<file path="config.mk">
export PLATFORM = sky130hd
export DESIGN_NAME = fetch_unit
export DESIGN_NICKNAME = d
export VERILOG_FILES = /design/src/rtl/fetch_unit.sv
export SDC_FILE = /design/constraint.sdc
export NUM_CORES = 1
export LEC_CHECK = 0
export ABC_AREA = 0
export BUFFER_PORTS_ARGS = -buffer_cell sky130_fd_sc_hd__buf_2
export CAP_MARGIN = 5
export CORE_MARGIN = 2
export CORE_UTILIZATION = 55
export DETAILED_ROUTE_END_ITERATION = 8
export MAX_ROUTING_LAYER = met4
export PLACE_DENSITY = 0.8
export SKIP_CTS_REPAIR_TIMING = 1
export SLEW_MARGIN = 20
export SYNTH_ARGS = -nofsm -noshare
export SYNTH_HDL_FRONTEND = slang
export SYNTH_SLANG_ARGS = --single-unit
</file>
<file path="constraint.sdc">
create_clock -name clk -period 5.7 [get_ports clk]
set_input_delay 1.71 -clock clk [delete_from_list [all_inputs] [get_ports clk]]
set_output_delay 1.71 -clock clk [all_outputs]
set_load 0.02 [all_outputs]
</file>
<file path="src/rtl/fetch_unit.sv">
// fetch_unit: instruction fetch front-end for the RISC-V core.
//   Sends in-order word fetches to instruction memory and receives in-order,
//   variable-latency responses. Fetched instructions are kept with their PCs
//   in a show-ahead prefetch FIFO and handed to decode over valid/ready.
//   A redirect flushes the FIFO, marks every in-flight fetch for discard and
//   restarts fetch at the (word-aligned) target.
// Ports:
//   clk, rst                    clock, synchronous active-low reset
//   imem_req_valid/ready/addr   fetch request channel
//   imem_rsp_valid/data         fetch response channel (in order)
//   redirect, redirect_pc       fetch restart from the core
//   if_valid/ready, if_instr/pc instruction delivery to decode
module fetch_unit #(
  parameter int              XLEN     = 32,
  parameter int              DEPTH    = 4,
  parameter logic [XLEN-1:0] RESET_PC = '0
) (
  input  logic            clk,
  input  logic            rst,
  output logic            imem_req_valid,
  input  logic            imem_req_ready,
  output logic [XLEN-1:0] imem_req_addr,
  input  logic            imem_rsp_valid,
  input  logic [XLEN-1:0] imem_rsp_data,
  input  logic            redirect,
  input  logic [XLEN-1:0] redirect_pc,
  output logic            if_valid,
  input  logic            if_ready,
  output logic [XLEN-1:0] if_instr,
  output logic [XLEN-1:0] if_pc
);
  localparam int          AW  = $clog2(DEPTH);
  localparam int          CW  = AW + 1;
  localparam logic [CW:0] CAP = (CW+1)'(DEPTH);

  typedef struct packed {
    logic [XLEN-1:0] pc;
    logic [XLEN-1:0] instr;
  } fetch_entry_t;

  fetch_entry_t [DEPTH-1:0] fifo;

  logic [XLEN-1:0] fetch_pc, rsp_pc, target;
  logic [CW-1:0]   count, outstanding, drop, out_next, count_next;
  logic [AW-1:0]   wr_ptr, rd_ptr;
  logic            accept, push, pop, has_data;

  always_comb begin
    has_data      = (count != '0);
    target        = {redirect_pc[XLEN-1:2], 2'b00};
    // Requests are capped so every outstanding fetch already owns a FIFO slot;
    // the response path therefore never needs to check for space.
    imem_req_valid = rst && !redirect && (({1'b0, count} + {1'b0, outstanding}) < CAP);
    imem_req_addr  = fetch_pc;
    accept        = imem_req_valid && imem_req_ready;
    if_valid      = has_data && !redirect;
    pop           = if_valid && if_ready;
    push          = imem_rsp_valid && !redirect && (drop == '0);
    out_next      = outstanding + CW'(accept) - CW'(imem_rsp_valid);
    count_next    = count + CW'(push) - CW'(pop);
    // Empty head reads as zero so nothing stale leaks out after a flush.
    if_instr      = has_data ? fifo[rd_ptr].instr : '0;
    if_pc         = has_data ? fifo[rd_ptr].pc    : '0;
  end

  always_ff @(posedge clk) begin
    if (!rst) begin
      fetch_pc    <= RESET_PC;
      rsp_pc      <= RESET_PC;
      count       <= '0;
      outstanding <= '0;
      drop        <= '0;
      wr_ptr      <= '0;
      rd_ptr      <= '0;
    end else if (redirect) begin
      fetch_pc    <= target;
      rsp_pc      <= target;
      count       <= '0;
      wr_ptr      <= '0;
      rd_ptr      <= '0;
      outstanding <= out_next;
      // Everything still in flight after this cycle belongs to the old path.
      drop        <= out_next;
    end else begin
      if (accept) fetch_pc <= fetch_pc + XLEN'(4);
      outstanding <= out_next;
      if (imem_rsp_valid) begin
        if (drop != '0) drop   <= drop - CW'(1);
        else            rsp_pc <= rsp_pc + XLEN'(4);
      end
      if (push) wr_ptr <= wr_ptr + AW'(1);
      if (pop)  rd_ptr <= rd_ptr + AW'(1);
      count <= count_next;
    end
  end

  // Entry storage needs no reset: occupancy is tracked by count.
  always_ff @(posedge clk) begin
    if (rst && push) fifo[wr_ptr] <= '{pc: rsp_pc, instr: imem_rsp_data};
  end
endmodule

</file>
==> flow_summary.toml, run 1 <==
[timing]
setup_viol_count_final = 0
finalSetupTns_ns = 0
rsz0062_at_grt = "no"
hold_violations = 0
slew_headroom_pct = 43.7
report.final.slew_viol_count = 0
fin_crit_sh_pct = 77.0
worst_pin_slew_ns = 0.838
finClkSkew_ns = 0.0124
fmax_ghz = 0.228
final.min_clock_period_ns = 4.39

[global_routing]
grt_max_degree = 65
grt_pass1_vias = 8090
grt_usage_pct = 23.1
overflow = 0
grt_pass1_wl_um = 45400
antenna_found_initial = 0

[setup_path]
worst_ep_arrival_time_ns = 2.68
reg2reg_slack_ns = 2.94
path_cells = "buf_12, mux4_2, nor2b_1, buf_2"
regToRegStartpoint = "count[1]"
worstRegToRegCells = 10
cp-start-kind = "register"
critPathCaptureType = "primary output"
worstPathRequired_ns = 3.99
critPathMaxStageDelay_ns = 0.82
crit_fanout = 36
crit_slowest_cell = "dfxtp_4"
reg2reg_to = "count[2]"
criticalPathCategory = "reg -> out"

[synth]
synth_seq_area_share_pct = 65.5
avgSynthCellArea_sq_um = 15.0
synth.distinct_cells = 75
ys_ff_latch = 321
syn_area_sq_um = 13600
post-synth-top-count-cell = "edfxtp_1"
synthCells = 905
synth_ff_type = "edfxtp_1"
async_flop_share_pct = 0
synth_top_area_cell = "edfxtp_1"
synth_top_area_share_pct = 54.8
synth_edf_count = 248
synth_common_cells = "edfxtp_1, dfxtp_1, nor2b_1, mux4_2, nand2_1"
synth.area.top_cells = "edfxtp_1, dfxtp_1, mux4_2, nor2b_1, xnor2_1"
yosys_warnings = 0

[layout]
multi_input_area_sq_um = 4390
nets = 1152
fill_cells = 1712
n_antenna_cell = 0
drive_gt1_share_pct = 29.3
area_delta_synth_final_pct = 16.1
register_area_sq_um = 8910
fin_util_pct = 64.9

[worst_hold_path]
hold_depth = 2
hold_end = "wr_ptr[0]"
worstHoldStart = "wr_ptr[0]"
hp-class = "reg -> reg"

[detailed_routing]
viasPerCell = 5.92
drt_iter0_drc = 626
wl_um = 29100
drc = 0
drtPass1Iterations = 5
vias = 8376
antenna_left = 0
wl_per_cell_um = 20.6

[power]
pwr-share-clk_pct = 38.9
ir_worst_vdd_mv = 0.228
internal-power_uw = 3910
pwr-share-comb_pct = 8.6
p_seq_share_pct = 52.5
p_sw_uw = 1190
leakagePower_uw = 0.00547
power_density_nw_per_um2 = 324
swShare_pct = 23.4

[cts]
htree_levels = 1
clockBufferDepth = 3
cts_tree = "yes"
clkSinkCount = 321
cts_made_buffers = 31
root_buffer = "clkbuf_16"
clkSlewWorstSetupHoldPaths_ns = 0.06
insertion_delay_ns = 0.55

[floorplanning]
row_count = 57
die_y_um = 161
core_region_area_sq_um = 24300
die_x_um = 161
io_pins = 168
start_util_pct = 55.9
die-area_sq_um = 26000

[placement]
portBuffers = 161
hpwl_um = 18300
place.gp.congestion = 0.910

[status]
status = "complete, no violations"

[flow_run]
cap_violations = 0
==> layer usage <==
metal  GRT usage (%)  routed length [um]
met1            32.0               12000
met2            36.7               13900
met3            3.98                2690
met4            5.11                 459
met5               -                   0
==> state kept, by name, indices dropped and copies added, names as in the netlist <==
signal and count:
outstanding 3, rd_ptr 2, drop 3, count 3, imem_req_addr 30, wr_ptr 2
fifo 248, rsp_pc 30
==> final cells by class <==
type | instances | area share, %
clock inverters | 19 | 0.833
flip-flops and latches | 321 | 56.5
clock buffers | 38 | 5.54
inverters | 20 | 0.476
repair buffers | 176 | 6.22
well taps | 324 | 2.57
multi-input cells | 516 | 27.9
==> power groups by stage <==
| stage | registers [uW] | clock network (uW) | logic (uW) |
|---|---|---|---|
| 3_3_place_gp | 2720 | 0 | 432 |
| 5_1_grt | 2690 | 2110 | 483 |
| 2_1_floorplan | 2720 | 0 | 281 |
| 6_report | 2680 | 1990 | 441 |
| 4_1_cts | 2680 | 2020 | 443 |
| 3_5_place_dp | 2730 | 0 | 439 |
==> logic make-up (layout without fill, tap and decap cells) <==
logic type               count (synthesis)  count (layout)  share of synthesized area [%]
adder cells (fa/ha/maj)                 16              16                           1.58
AND/OR/NAND/NOR                        265             265                           11.5
multiplexers                            68              68                           10.8
other                                    1               4                         0.0276
AO/OA/AOI/OAI                          120             120                           5.53
flip-flops                             321             321                           65.5
buffers and inverters                   71             253                           2.27
XOR/XNOR                                43              43                           2.77
==> cells in the final DEF, fill, tap and decap left out, types with 33 or more instances in the layout <==
master	instances
nor2b_1	63
a21oi_1	39
nand2_1	58
xnor2_1	36
clkbuf_16	33
buf_2	161
mux4_2	62
nor2_1	33
dfxtp_1	71
edfxtp_1	248
==> through the flow <==
step | power [uW] | hold WS [ns] | worst slack, ns | instances | area (sq um)
5_1_grt | 5280 | 0.533 | 1.14 | 1414 | 15800
2_1_floorplan | 3000 | 0.466 | 1.21 | 908 | 13600
6_report | 5100 | 0.504 | 1.31 | 1414 | 15800
3_3_place_gp | 3150 | 0.484 | 1.52 | 1357 | 14800
3_5_place_dp | 3160 | 0.488 | 1.51 | 1357 | 14800
4_1_cts | 5140 | 0.496 | 1.23 | 1414 | 15800
==> worst max path at each step <==
stage	from	endpoint	depth (start not counted)
floorplan	rst	imem_req_valid	4
global placement	rst	fifo[79]	5
detailed placement	rst	fifo[79]	5
CTS	rd_ptr[0]	if_pc[30]	4
global route	rd_ptr[0]	if_pc[30]	4
finish	rd_ptr[0]	if_pc[30]	4
==> worst max-delay path, delay by kind of cell, from the launching register on <==
kind,cells,cell delay (ns)
buf+inv,2,0.54
flops,1,0.82
simple gates,1,0.18
mux,1,0.55
Power figures use the tool's default switching activity.
==> inputs of run 2 (changes only) <==
clock period = 4.15 ns   (was 5.7 ns; I/O delays follow)
==> flow_summary.toml, run 2 (synthesis results as in run 1) <==
[cts]
clkSinkCount = 321
clockBufferDepth = 3
cts_tree = "yes"
root_buffer = "clkbuf_16"
clkSlewWorstSetupHoldPaths_ns = 0.06
cts_made_buffers = 31
htree_levels = 1
insertion_delay_ns = 0.55

[setup_path]
critPathCaptureType = "primary output"
criticalPathCategory = "reg -> out"
worstPathRequired_ns = 2.90
crit_fanout = 34
cp-start-kind = "register"
worst_ep_arrival_time_ns = 2.45

[layout]
fin_util_pct = 65.1
largest_reg_flops = 248
top_register = "fifo"
layout_commonest_cell = "edfxtp_1"
fill_cells = 1707
drive_gt1_share_pct = 29.0
n_antenna_cell = 0
area_delta_synth_final_pct = 16.6
most-common-layout-cells = "edfxtp_1, buf_2, dfxtp_1, nor2b_1, mux4_2"
nets = 1159

[timing]
hold_violations = 0
finClkSkew_ns = 0.00849
hold_slack_ns = 0.499
final.min_clock_period_ns = 3.69
rsz0062_at_grt = "no"
fmax_ghz = 0.271
slew_headroom_pct = 54.2
worst_pin_slew_ns = 0.680
finalSetupTns_ns = 0
report.final.slew_viol_count = 0
setup_viol_count_final = 0
fin_crit_sh_pct = 89.0

[floorplanning]
die_y_um = 161
die-area_sq_um = 26000
io_pins = 168
row_count = 57
die_x_um = 161
core_region_area_sq_um = 24300
start_util_pct = 55.9

[global_routing]
overflow = 0
grt_pass1_wl_um = 46100
grt_pass1_vias = 8349
grt_max_degree = 63
grt_usage_pct = 23.4
antenna_found_initial = 0

[placement]
place.gp.congestion = 0.914
hpwl_um = 18700
portBuffers = 161

[detailed_routing]
vias = 8427
wl_per_cell_um = 20.6
drt_iter0_drc = 743
viasPerCell = 5.93
antenna_left = 0
drc = 0
wl_um = 29200
drtPass1Iterations = 4

[power]
leakagePower_uw = 0.00550
power_density_nw_per_um2 = 445
ir_worst_vdd_mv = 0.287

[worst_hold_path]
hp-class = "reg -> reg"

[flow_run]
cap_violations = 0

[status]
status = "complete, no violations"
## run 2: metrics by stage
step / setup slack, ns / instance area, sq um / instances / power, uW
final: 0.456 / 15800 / 1421 / 7050
after global routing: 0.319 / 15800 / 1421 / 7290
after CTS: 0.402 / 15800 / 1421 / 7090
after detailed placement: 0.817 / 14800 / 1364 / 4360
after global placement: 0.819 / 14800 / 1364 / 4330
after floorplan: 0.281 / 13600 / 908 / 4120
## run 2: layout make-up
cell class                      count  area, sq um  share of cell area [%]
Timing Repair Buffer              183         1060                    6.68
Sequential cell                   321         8910                    56.3
Clock inverter                     13          140                   0.885
Clock buffer                       44          855                    5.39
Tap cell                          324          405                    2.56
Multi-Input combinational cell    516         4390                    27.7
Inverter                           20         75.1                   0.474
## run 2: report_power, final
part | internal (uW) | leakage [uW] | switching, uW | total [uW]
clock network | 1610 | 0.000482 | 1150 | 2760
logic | 249 | 0.00216 | 366 | 615
registers | 3570 | 0.00286 | 107 | 3680
## run 2: layer usage
metal,vias to the layer above,track usage (%),part of all wire [%]
met5,-,-,0
met4,0,4.71,1.6
met3,40,3.80,9.0
met2,407,37.0,47
met1,4168,32.9,42
li1,3812,-,-
## run 2: final timing paths
kind                                 from           end  slack, ns  cells past startpoint
worst min register to register  wr_ptr[1]     wr_ptr[1]       0.50                      2
worst max-delay path            rd_ptr[0]  if_instr[25]       0.46                      4
worst max register to register   count[1]       drop[2]       1.60                     11
worst min-delay path            wr_ptr[1]     wr_ptr[1]       0.50                      2
## run 2: worst max-delay path: stages, from the launching register on
cell     delay (ns)
dfxtp_4        0.65
buf_12         0.32
mux4_2         0.55
nor2b_1        0.16
buf_2          0.19
